==> src/rtl/psg_mixer_pwm.sv <==
`default_nettype none
// ============================================================================
// Module      : psg_mixer_pwm
// Description : Sums the attenuated PSG channel volumes through a pipelined
//               adder tree. It then drives a 1-bit audio output for an
//               external RC filter.
//               Default build: a glitch-free PWM whose duty value is taken
//               only at period boundaries.
//               MIXER_SIGMA_DELTA_EN defined: the PWM comparator is replaced
//               by a first-order sigma-delta modulator.
// Revision    : 1.0 - initial release
// ============================================================================
module psg_mixer_pwm #(
    parameter int  CHANNELS    = 4,
    parameter int  VOLUME_BITS = 15,
    parameter int  PWM_BITS    = 8,
    localparam int SUM_BITS    = VOLUME_BITS + $clog2(CHANNELS)
) (
    input  logic                            clk,
    input  logic                            reset,
    input  logic [CHANNELS*VOLUME_BITS-1:0] ch_volume,
    input  logic [CHANNELS-1:0]             ch_mute,
    output logic [SUM_BITS-1:0]             sum_out,
    output logic                            pwm_out,
    output logic                            period_start
);

    localparam int                  LEVELS   = $clog2(CHANNELS);
    localparam int                  PAD_BITS = SUM_BITS - VOLUME_BITS;
    localparam logic [PWM_BITS-1:0] CNT_LAST = '1;
    localparam logic [PWM_BITS-1:0] CNT_ONE  = {{(PWM_BITS-1){1'b0}}, 1'b1};

    // ------------------------------------------------------------------
    // Adder tree
    // Level 0 holds the (possibly muted) channel volumes. Each further
    // level holds the pairwise sums of the level below it. All levels are
    // stored at the full mix width. The values can never exceed
    // CHANNELS * max volume, so the zero-extended upper bits simply stay 0.
    // ------------------------------------------------------------------
    logic [VOLUME_BITS-1:0] vol_in [CHANNELS];
    logic [SUM_BITS-1:0]    tree_q [LEVELS+1][CHANNELS];

    for (genvar i = 0; i < CHANNELS; i++) begin : g_unpack
        assign vol_in[i] = ch_volume[i*VOLUME_BITS +: VOLUME_BITS];
    end

    // Input register with muting, followed by one register level per add level
    always_ff @(posedge clk) begin
        if (reset) begin
            for (int l = 0; l <= LEVELS; l++) begin
                for (int n = 0; n < CHANNELS; n++) begin
                    tree_q[l][n] <= '0;
                end
            end
        end else begin
            for (int n = 0; n < CHANNELS; n++) begin
                tree_q[0][n] <= ch_mute[n] ? '0 : {{PAD_BITS{1'b0}}, vol_in[n]};
            end
            for (int l = 1; l <= LEVELS; l++) begin
                for (int n = 0; n < CHANNELS / 2; n++) begin
                    if (n < (CHANNELS >> l)) begin
                        tree_q[l][n] <= tree_q[l-1][2*n] + tree_q[l-1][2*n+1];
                    end
                end
            end
        end
    end

    // The root of the tree is the registered mix
    assign sum_out = tree_q[LEVELS][0];

    // ------------------------------------------------------------------
    // Period counter and duty capture
    // ------------------------------------------------------------------
    logic [PWM_BITS-1:0] duty;
    logic [PWM_BITS-1:0] duty_q;
    logic [PWM_BITS-1:0] duty_q_next;
    logic [PWM_BITS-1:0] cnt;
    logic [PWM_BITS-1:0] cnt_next;
    logic                period_end;

    // The duty value is the mix truncated to its top PWM_BITS bits
    assign duty       = sum_out[SUM_BITS-1 -: PWM_BITS];
    assign cnt_next   = cnt + CNT_ONE;
    assign period_end = (cnt == CNT_LAST);

    // Free-running period counter. period_start marks the cycle with cnt == 0.
    always_ff @(posedge clk) begin
        if (reset) begin
            cnt          <= '0;
            duty_q       <= '0;
            period_start <= 1'b0;
        end else begin
            cnt          <= cnt_next;
            duty_q       <= duty_q_next;
            period_start <= period_end;
        end
    end

`ifdef MIXER_SIGMA_DELTA_EN
    // ------------------------------------------------------------------
    // First-order sigma-delta modulator
    // The duty value follows the mix every cycle. The output is the carry
    // out of the phase accumulator. The accumulator runs freely across
    // period boundaries.
    // ------------------------------------------------------------------
    logic [PWM_BITS:0] acc;
    logic [PWM_BITS:0] acc_next;

    assign duty_q_next = duty;
    assign acc_next    = {1'b0, acc[PWM_BITS-1:0]} + {1'b0, duty_q};

    // Accumulate. The stored carry bit is the registered audio output.
    always_ff @(posedge clk) begin
        if (reset) begin
            acc <= '0;
        end else begin
            acc <= acc_next;
        end
    end

    assign pwm_out = acc[PWM_BITS];
`else
    // ------------------------------------------------------------------
    // PWM comparator
    // The output is computed from the counter and duty values of the
    // coming cycle. This keeps pwm_out registered while the pulse still
    // starts in the cycle where cnt == 0.
    // ------------------------------------------------------------------
    assign duty_q_next = period_end ? duty : duty_q;

    // Registered comparison of the upcoming counter value against the upcoming duty value
    always_ff @(posedge clk) begin
        if (reset) begin
            pwm_out <= 1'b0;
        end else begin
            pwm_out <= (cnt_next < duty_q_next);
        end
    end
`endif

endmodule
`default_nettype wire

==> config.mk <==
export PLATFORM = sky130hd
export DESIGN_NAME = psg_mixer_pwm
export DESIGN_NICKNAME = d
export VERILOG_FILES = /design/src/rtl/psg_mixer_pwm.sv
export SDC_FILE = /design/constraint.sdc
export NUM_CORES = 1
export LEC_CHECK = 0
export CELL_PAD_IN_SITES_DETAIL_PLACEMENT = 1
export CELL_PAD_IN_SITES_GLOBAL_PLACEMENT = 1
export CORE_MARGIN = 2
export CORE_UTILIZATION = 35
export DETAILED_ROUTE_END_ITERATION = 8
export PLACE_DENSITY = 0.7
export SETUP_SLACK_MARGIN = 0.15
export SLEW_MARGIN = 20
export SYNTH_ARGS = -nofsm -noshare
export SYNTH_HDL_FRONTEND = slang
export SYNTH_SLANG_ARGS = --single-unit
==> constraint.sdc <==
create_clock -name clk -period 4.5 [get_ports clk]
set_clock_uncertainty 0.05 [all_clocks]
set_input_delay 1.35 -clock clk [delete_from_list [all_inputs] [get_ports clk]]
set_output_delay 1.35 -clock clk [all_outputs]
set_load 0.02 [all_outputs]
==> flow_summary.json <==
{
  "worstHoldPathType": "flop to flop",
  "first_iter_violations": 113,
  "hold_violations": 0,
  "critPathCaptureType": "output pin",
  "slowest_stage": "clkdlybuf4s50_1",
  "post_cts_buffers": 0,
  "synth_enable_flop_cells": 0,
  "core_um2": 16410,
  "fmax_mhz": 359.0,
  "crit_chain": "clkdlybuf4s50_1",
  "cts_sinks": 127,
  "place_area_um2": 6741,
  "cp_max_fo": 2,
  "post_drt_wl_per_cell_um": 14.01,
  "drive_gt1_share_pct": 7.111,
  "start_util_pct": 35.45,
  "cts_hold_buf": 0,
  "design_area_um2": 7385,
  "cts_tree": "yes",
  "clk_latency_ps": 420,
  "port_buffers": 84,
  "worst_pin_slew_ps": 780.3,
  "cp_top_family": "buffers and inverters",
  "grt_pass1_wl_mm": 21.22,
  "tns_ps": 0,
  "synth.area.top_cells": "dfxtp_1 44%, ha_1 12%, and2_1 6.7%",
  "maxSlewHeadroom_pct": 47.79,
  "clockRootBuffer": "clkbuf_16",
  "die_w_um": 132.9,
  "cp-start-kind": "flop",
  "area_growth_pct": 26.98,
  "finalMaxSlewViolations": 0,
  "async_flop_share_pct": 0,
  "yosysWarnings": 0,
  "synthesis.nets": 714,
  "rsz0062_at_grt": "false",
  "vias_per_cell": 4.756,
  "die_area_um2": 17660,
  "synth_top_area_share_pct": 43.72,
  "grt-ovfl-total": 0,
  "cap_violations": 0,
  "netlist_area_um2": 5816,
  "cts-buffers-inserted": 17,
  "outcome": "completed",
  "diodes": 0,
  "p_leak_uw": 0.003169,
  "cts_buffer_depth": 2,
  "drt_first_pass_iters": 4,
  "dp_hpwl_mm": 9.799,
  "power_density_nw_per_um2": 401.2,
  "grtUsageTotal_pct": 15.06,
  "seq_area_frac_synth_pct": 43.72,
  "ir_drop_mv": 0.2657,
  "synth_top_area_cell": "dfxtp_1",
  "antenna_found_initial": 0,
  "nNetsFinal": 785,
  "synth.most_common_cell": "dfxtp_1",
  "period_minus_slack_ps": 2785,
  "h-tree-depth": 4,
  "io_pins": 85,
  "p_total_uw": 2962,
  "syn_avg_cell_area_um2": 9.840,
  "arrival_ps": 1390,
  "ys_ff_latch": 127,
  "synthCells": 591,
  "gp_congestion": 0.7726,
  "drt_wl_total_mm": 12.54,
  "period_share_pct": 61.89,
  "grt_pass1_vias": 4487,
  "path_clk_slew_ps": 60,
  "ant_nets": 0,
  "grt_max_degree": 40,
  "yosys.cell_types.count": 55,
  "via_count": 4257,
  "setup_violations": 0,
  "synth-main-ff-cell": "dfxtp_1",
  "core.rowCount": 47,
  "ctsResizeCount": 0,
  "slowest_delay_ps": 620,
  "ys_top_cells_by_count": "127 x dfxtp_1, 64 x nor2_1, 62 x and2_1, 54 x ha_1, 25 x a21oi_1",
  "die_h_um": 132.9,
  "crit_required_ps": 3100,
  "route.detailed.drc": 0,
  "crit_type": "flop to output pin",
  "path_buf_inv": 1
}
sequential cells by signal (all words and copies together), names as in the netlist:
name,flops
cnt,8
duty_q,8
period_start,1
pwm_out,1
tree_q,109
per-layer routing:
metal / part of all wire (%) / GRT usage [%] / up-vias
met5: 0 / 0 / -
met4: 1.1 / 4.839 / 0
met3: 3.9 / 4.368 / 10
met2: 48 / 26.45 / 80
met1: 47 / 17.65 / 1996
li1: - / - / 2171
cell families after synthesis:
family / count (synthesis) / share of synthesized area [%]
compound gates: 108 / 13.04
xor+xnor: 36 / 5.422
fa+ha+maj: 57 / 12.65
buf+inv: 38 / 3.700
flops: 127 / 43.72
mux: 13 / 2.302
simple gates: 212 / 19.17
where the power goes:
| group | total, uW | switching [uW] | internal (uW) | leakage, uW |
|---|---|---|---|---|
| Clock | 1460 | 480 | 984 | 0.000302 |
| Combinational | 298 | 144 | 154 | 0.00183 |
| Sequential | 1200 | 23.1 | 1180 | 0.00104 |
final timing paths:
kind                        startpoint            endpoint  slack (ps)  cells past startpoint
max          tree_q[0][186]$_SDFF_PP0_         sum_out[11]        1710                      1
min                  cnt[0]$_SDFF_PP0_   cnt[0]$_SDFF_PP0_         430                      1
max reg2reg          cnt[0]$_SDFF_PP0_  pwm_out$_SDFF_PP0_        1720                     12
min reg2reg          cnt[0]$_SDFF_PP0_   cnt[0]$_SDFF_PP0_         430                      1
worst reg2reg max path, delay by kind of cell (launching register included):
| family | cells | cell delay, ps |
|---|---|---|
| AND/OR/NAND/NOR | 5 | 950 |
| adder cells (fa/ha/maj) | 2 | 510 |
| flip-flops | 1 | 400 |
| AO/OA/AOI/OAI | 4 | 530 |
| multiplexers | 1 | 300 |
cells in the final DEF, fill, tap and decap left out, types with 15 or more instances in the layout:
cell and n:
ha_1 54, nor2b_1 24, nand2_1 18, nor2_1 64, a21o_1 19, clkbuf_16 17
dfxtp_1 127, clkdlybuf4s50_1 83, and2_1 62, a21oi_1 25, xor2_1 18, o21ai_0 15
xnor2_1 18
metrics by stage:
stage / utilization, % / hold slack (ps) / cells / setup WS (ps)
finish: 45.01 / 434.7 / 895 / 1715
global route: 45.01 / 474.2 / 895 / 1285
CTS: 45.01 / 438.1 / 895 / 1667
detailed placement: 41.09 / 422.8 / 863 / 1578
global placement: 41.09 / 396.7 / 863 / 1647
floorplan: - / 387.0 / 591 / 2062
cell type report:
class | instances | area (um2)
Fill cell | 1788 | 9022
Multi-Input combinational cell | 426 | 3058
Sequential cell | 127 | 2542
Timing Repair Buffer | 86 | 850.8
Clock buffer | 23 | 488.0
Tap cell | 220 | 275.3
Clock inverter | 9 | 155.1
Inverter | 4 | 15.01
Power figures use the tool's default switching activity.
